===== config.mk =====
export PLATFORM = sky130hd
export DESIGN_NAME = seq_bin16_to_bcd
export DESIGN_NICKNAME = d
export VERILOG_FILES = /design/src/rtl/seq_bin16_to_bcd_pkg.sv /design/src/rtl/seq_bin16_to_bcd_add3.sv /design/src/rtl/seq_bin16_to_bcd.sv
export SDC_FILE = /design/constraint.sdc
export NUM_CORES = 1
export LEC_CHECK = 0
export CORE_ASPECT_RATIO = 1.25
export CORE_MARGIN = 2
export CORE_UTILIZATION = 56
export DETAILED_ROUTE_END_ITERATION = 10
export PLACE_DENSITY = 0.8
export SETUP_SLACK_MARGIN = 0.2
export SYNTH_ARGS = -nofsm -noshare
export SYNTH_HDL_FRONTEND = slang
export SYNTH_SLANG_ARGS = --single-unit
export TNS_END_PERCENT = 50

===== constraint.sdc =====
create_clock -name clk -period 2.95 [get_ports clk]
set_input_delay 0.885 -clock clk [delete_from_list [all_inputs] [get_ports clk]]
set_output_delay 0.885 -clock clk [all_outputs]
set_load 0.01 [all_outputs]

===== src/rtl/seq_bin16_to_bcd_pkg.sv =====
// Shared constants and state encoding for the sequential binary-to-BCD converter.
package seq_bin16_to_bcd_pkg;

  typedef enum logic [0:0] {
    ST_IDLE    = 1'b0,
    ST_CONVERT = 1'b1
  } state_t;

  localparam int NUM_DIGITS = 5;
  localparam int BCD_W      = 20;
  localparam int ITER       = 16;

endpackage


===== src/rtl/seq_bin16_to_bcd_add3.sv =====
// Double-dabble nibble correction: a BCD digit of 5 or more gets 3 added before the shift.
module bcd_add3 (
  input  logic [3:0] din,
  output logic [3:0] dout
);

  always_comb begin
    dout = din;
    if (din >= 4'd5) dout = din + 4'd3;
  end

endmodule


===== src/rtl/seq_bin16_to_bcd.sv =====
// Multi-cycle binary-to-BCD converter: one double-dabble iteration per clock,
// results held in output registers that only update on completion.
//
// state      | meaning
// ST_IDLE    | waiting for start; outputs hold the last result
// ST_CONVERT | shifting one magnitude bit per clock into the BCD register
module seq_bin16_to_bcd #(
  parameter int SIGNED = 1,
  parameter int WIDTH  = 16
) (
  input  logic             clk,
  input  logic             reset,
  input  logic             start,
  input  logic [WIDTH-1:0] value,
  output logic             busy,
  output logic             done,
  output logic             negative,
  output logic [3:0]       digit0,
  output logic [3:0]       digit1,
  output logic [3:0]       digit2,
  output logic [3:0]       digit3,
  output logic [3:0]       digit4
);

  import seq_bin16_to_bcd_pkg::*;

  localparam int CNT_W = $clog2(ITER + 1);

  state_t             state, state_next;
  logic [WIDTH-1:0]   mag_r;
  logic [BCD_W-1:0]   bcd_r;
  logic [CNT_W-1:0]   count;
  logic               sign_r;
  logic               done_r;
  logic               negative_r;
  logic [BCD_W-1:0]   digits_r;

  logic               sign_in;
  logic [WIDTH-1:0]   mag_in;
  logic [BCD_W-1:0]   bcd_adj;
  logic [BCD_W-1:0]   bcd_shift;
  logic [WIDTH-1:0]   mag_shift;
  logic               last_iter;

  // 0x8000 negates to itself, which is exactly the unsigned magnitude 32768.
  assign sign_in = (SIGNED != 0) ? value[WIDTH-1] : 1'b0;
  assign mag_in  = sign_in ? ((~value) + {{(WIDTH-1){1'b0}}, 1'b1}) : value;

  for (genvar gi = 0; gi < NUM_DIGITS; gi++) begin : g_add3
    bcd_add3 u_add3 (
      .din  (bcd_r[4*gi +: 4]),
      .dout (bcd_adj[4*gi +: 4])
    );
  end

  assign bcd_shift = {bcd_adj[BCD_W-2:0], mag_r[WIDTH-1]};
  assign mag_shift = {mag_r[WIDTH-2:0], 1'b0};
  assign last_iter = (state == ST_CONVERT) && (count == CNT_W'(ITER - 1));

  always_ff @(posedge clk or posedge reset) begin
    if (reset) state <= ST_IDLE;
    else       state <= state_next;
  end

  always_comb begin
    state_next = state;
    case (state)
      ST_IDLE:    if (start) state_next = ST_CONVERT;
      ST_CONVERT: if (last_iter) state_next = ST_IDLE;
      default:    state_next = ST_IDLE;
    endcase
  end

  always_ff @(posedge clk or posedge reset) begin
    if (reset) begin
      mag_r      <= '0;
      bcd_r      <= '0;
      count      <= '0;
      sign_r     <= 1'b0;
      done_r     <= 1'b0;
      negative_r <= 1'b0;
      digits_r   <= '0;
    end else if (state == ST_IDLE) begin
      done_r <= 1'b0;
      if (start) begin
        sign_r <= sign_in;
        mag_r  <= mag_in;
        bcd_r  <= '0;
        count  <= '0;
      end
    end else begin
      bcd_r  <= bcd_shift;
      mag_r  <= mag_shift;
      count  <= count + CNT_W'(1);
      done_r <= last_iter;
      if (last_iter) begin
        digits_r   <= bcd_shift;
        negative_r <= sign_r;
      end
    end
  end

  assign busy     = (state == ST_CONVERT);
  assign done     = done_r;
  assign negative = negative_r;
  assign digit0   = digits_r[3:0];
  assign digit1   = digits_r[7:4];
  assign digit2   = digits_r[11:8];
  assign digit3   = digits_r[15:12];
  assign digit4   = digits_r[19:16];

endmodule


==> metrics.cfg <==
[status]
status = finished, final reports clean

[grt]
grt_max_degree = 66
grt_usage_pct = 24.4
overflow = 0
antenna_found_initial = 0
grt_pass1_vias = 2870
grt_pass1_wl_mm = 12.9

[drt]
wl_met3_um = 282
met2WireLength_mm = 3.80
avgViaCountPerCell = 5.71
top_layer = met4
drt-initial-drc-count = 134
wl_per_cell_um = 14.6
ant_nets = 0
drc = 0
routed_wl_mm = 7.35
drt-pass1-iter-count = 4
vias = 2876
wl_met1_mm = 3.14

[worst_setup_path]
worstPathMaxFanout = 4
cp-start-kind = input port
crit_type = in -> reg
cp-end-kind = flip-flop
timing.rr.start = count[0]
crit_path_top_delay_cell = or4_4
r2r-end = digits_r[18]
reg2regPathDepth = 6
cp_top_family = simple AND/OR/NAND/NOR gates
reg2reg_slack_ns = 0.96
arrival_ns = 2.66
crit_buf_inv = 1
required_ns = 3.19
cp_slowest_stage_delay_ns = 0.62
cp_cell_sequence = clkdlybuf4s50_1, or4_4, nor4b_4, nor3_1, a311o_1

[pwr]
p_int_mw = 2.52
switching_share_pct = 37.9
p_sw_mw = 1.53
p_clk_share_pct = 17.1
p_seq_share_pct = 38.8
p_leak_nw = 1.89
worst_ir_drop_vdd_v = 0.000438
pwr_density_cell_mw_per_mm2 = 961
pwr-share-comb_pct = 44.2

[synthesis]
syn_area_per_cell_um2 = 9.42
netlist_area_mm2 = 0.00348
syn_nets = 402
synthCells = 370
synth_cell_type_count = 43
yosysSeqAreaShare_pct = 46.7
yosysWarnings = 0
synth_edf_count = 0
ys.flop_type = dfrtp_1
ys_ff_latch = 65
async_flop_share_pct = 100

[min_path]
whs_endpoint = sign_r
hold_path.class = reg -> reg
min_path_cells = 2
hp-start = sign_r

[flow_run]
maxCapViolCount = 0

[layout]
nNetsFinal = 446
drive_gt1_share_pct = 10.3
n_antenna_cell = 0
area_delta_synth_final_pct = 20.9
layout_common_cells = dfrtp_1, nand2_1, clkdlybuf4s50_1
final_common_cell = dfrtp_1
fin_cells = 504

[timing]
hold_viol = 0
fin_setup_tns_ns = 0
fin_crit_sh_pct = 82.2
finClkSkew_ns = 0.00859
period_needed_ns = 2.43
setup_viol = 0
tightest_slew_ns = 0.526
relSlewSlack_pct = 64.8
drv_slew = 0
fmax_mhz = 412
grt_setup_unrepaired = false

[clock_tree]
path_clk_slew_ns = 0.07
htree_num_levels = 3
cts_buffer_depth = 2
cts_tree = yes
clk_latency_ns = 0.35
cts_inserted_buffers = 9
post-cts-setup-buffers = 0
cts_root_buf = clkbuf_8
cts_hold_buf = 0
cts_resized = 0
cts.sinks = 65

[die]
dieWidth_um = 74.6
die_area_mm2 = 0.00687
rows = 32
pin_count = 42
core_mm2 = 0.00609
initial_core_util_pct = 57.3
die_y_um = 92.2

[placed_design]
gp_congestion = 0.879
dpl.cell_count = 488
port_buffers = 41
dp_hpwl_mm = 5.12

==> cells by family after synthesis <==
family	count (synthesis)	synth area share, %
simple gates	128	20.4
compound gates	98	16.3
flops	65	46.7
buf+inv	38	4.13
mux	16	4.85
fa+ha+maj	13	4.67
xor+xnor	12	3.02
==> routing by layer <==
| metal | vias to the layer above | GRT usage (%) |
|---|---|---|
| met5 | - | 0 |
| met4 | 0 | 11.2 |
| met3 | 13 | 5.49 |
| met2 | 66 | 39.7 |
| met1 | 1395 | 30.4 |
| li1 | 1402 | - |
==> sequential cells by signal, summed over array words and instances, names as in the netlist <==
signal,cells
count,5
bcd_r,20
mag_r,16
negative,1
digits_r,20
done,1
busy,1
sign_r,1
==> cells in the mapped netlist, types with 9 or more instances <==
cell type	number	area (um2)
o22ai_1	11	68.8
xnor2_1	9	78.8
inv_1	18	67.6
o21ai_0	39	195
dfrtp_1	65	1630
nor2_1	13	48.8
ha_1	13	163
nand2_1	47	176
nor3_1	11	55.1
and3_1	12	75.1
nor3b_1	9	67.6
a21oi_1	27	135
clkbuf_1	16	60.1
mux2i_1	9	90.1
nand3_1	10	50.1
==> power by group through the flow <==
stage          Combinational (mW)  Clock [mW]  Sequential, mW
5_1_grt                      2.03       0.740            1.63
4_1_cts                      1.80       0.704            1.57
6_report                     1.79       0.690            1.57
3_5_place_dp                 1.78           0            1.58
2_1_floorplan                1.13           0            1.58
3_3_place_gp                 1.70           0            1.56
==> tightest hold or removal path, delay by kind of cell (launching register included) <==
family	cells	cell delay [ns]
DFF	1	0.34
and+or+nand+nor	2	0.10
==> metrics by stage <==
step	hold WS (ns)	setup slack (ns)	utilization, %	power [mW]	instance area (um2)
2_1_floorplan	0.443	0.439	-	2.72	3480
3_3_place_gp	0.460	0.188	66.3	3.26	4030
3_5_place_dp	0.468	0.160	66.3	3.37	4030
4_1_cts	0.485	0.537	69.2	4.07	4210
5_1_grt	0.510	0.460	69.2	4.40	4210
6_report	0.476	0.524	69.2	4.05	4210
==> area by class of cell <==
type,instances,area [um2]
clock buffers,11,151
multi-input cells,267,1710
flip-flops and latches,65,1630
well taps,85,106
inverters,20,75.1
fillers,525,1870
repair buffers,51,510
clock inverters,5,30.0
==> worst max-delay path by stage <==
stage             start   endpoint  slack (ns)  cells after the start
2_1_floorplan     reset   bcd_r[0]        0.44                      1
3_3_place_gp   value[4]  mag_r[11]        0.19                      5
3_5_place_dp   value[4]  mag_r[11]        0.16                      5
4_1_cts        value[4]  mag_r[11]        0.54                      5
5_1_grt           start  mag_r[15]        0.46                      6
6_report       value[4]  mag_r[11]        0.52                      5
(Power assumes the default switching activity.)
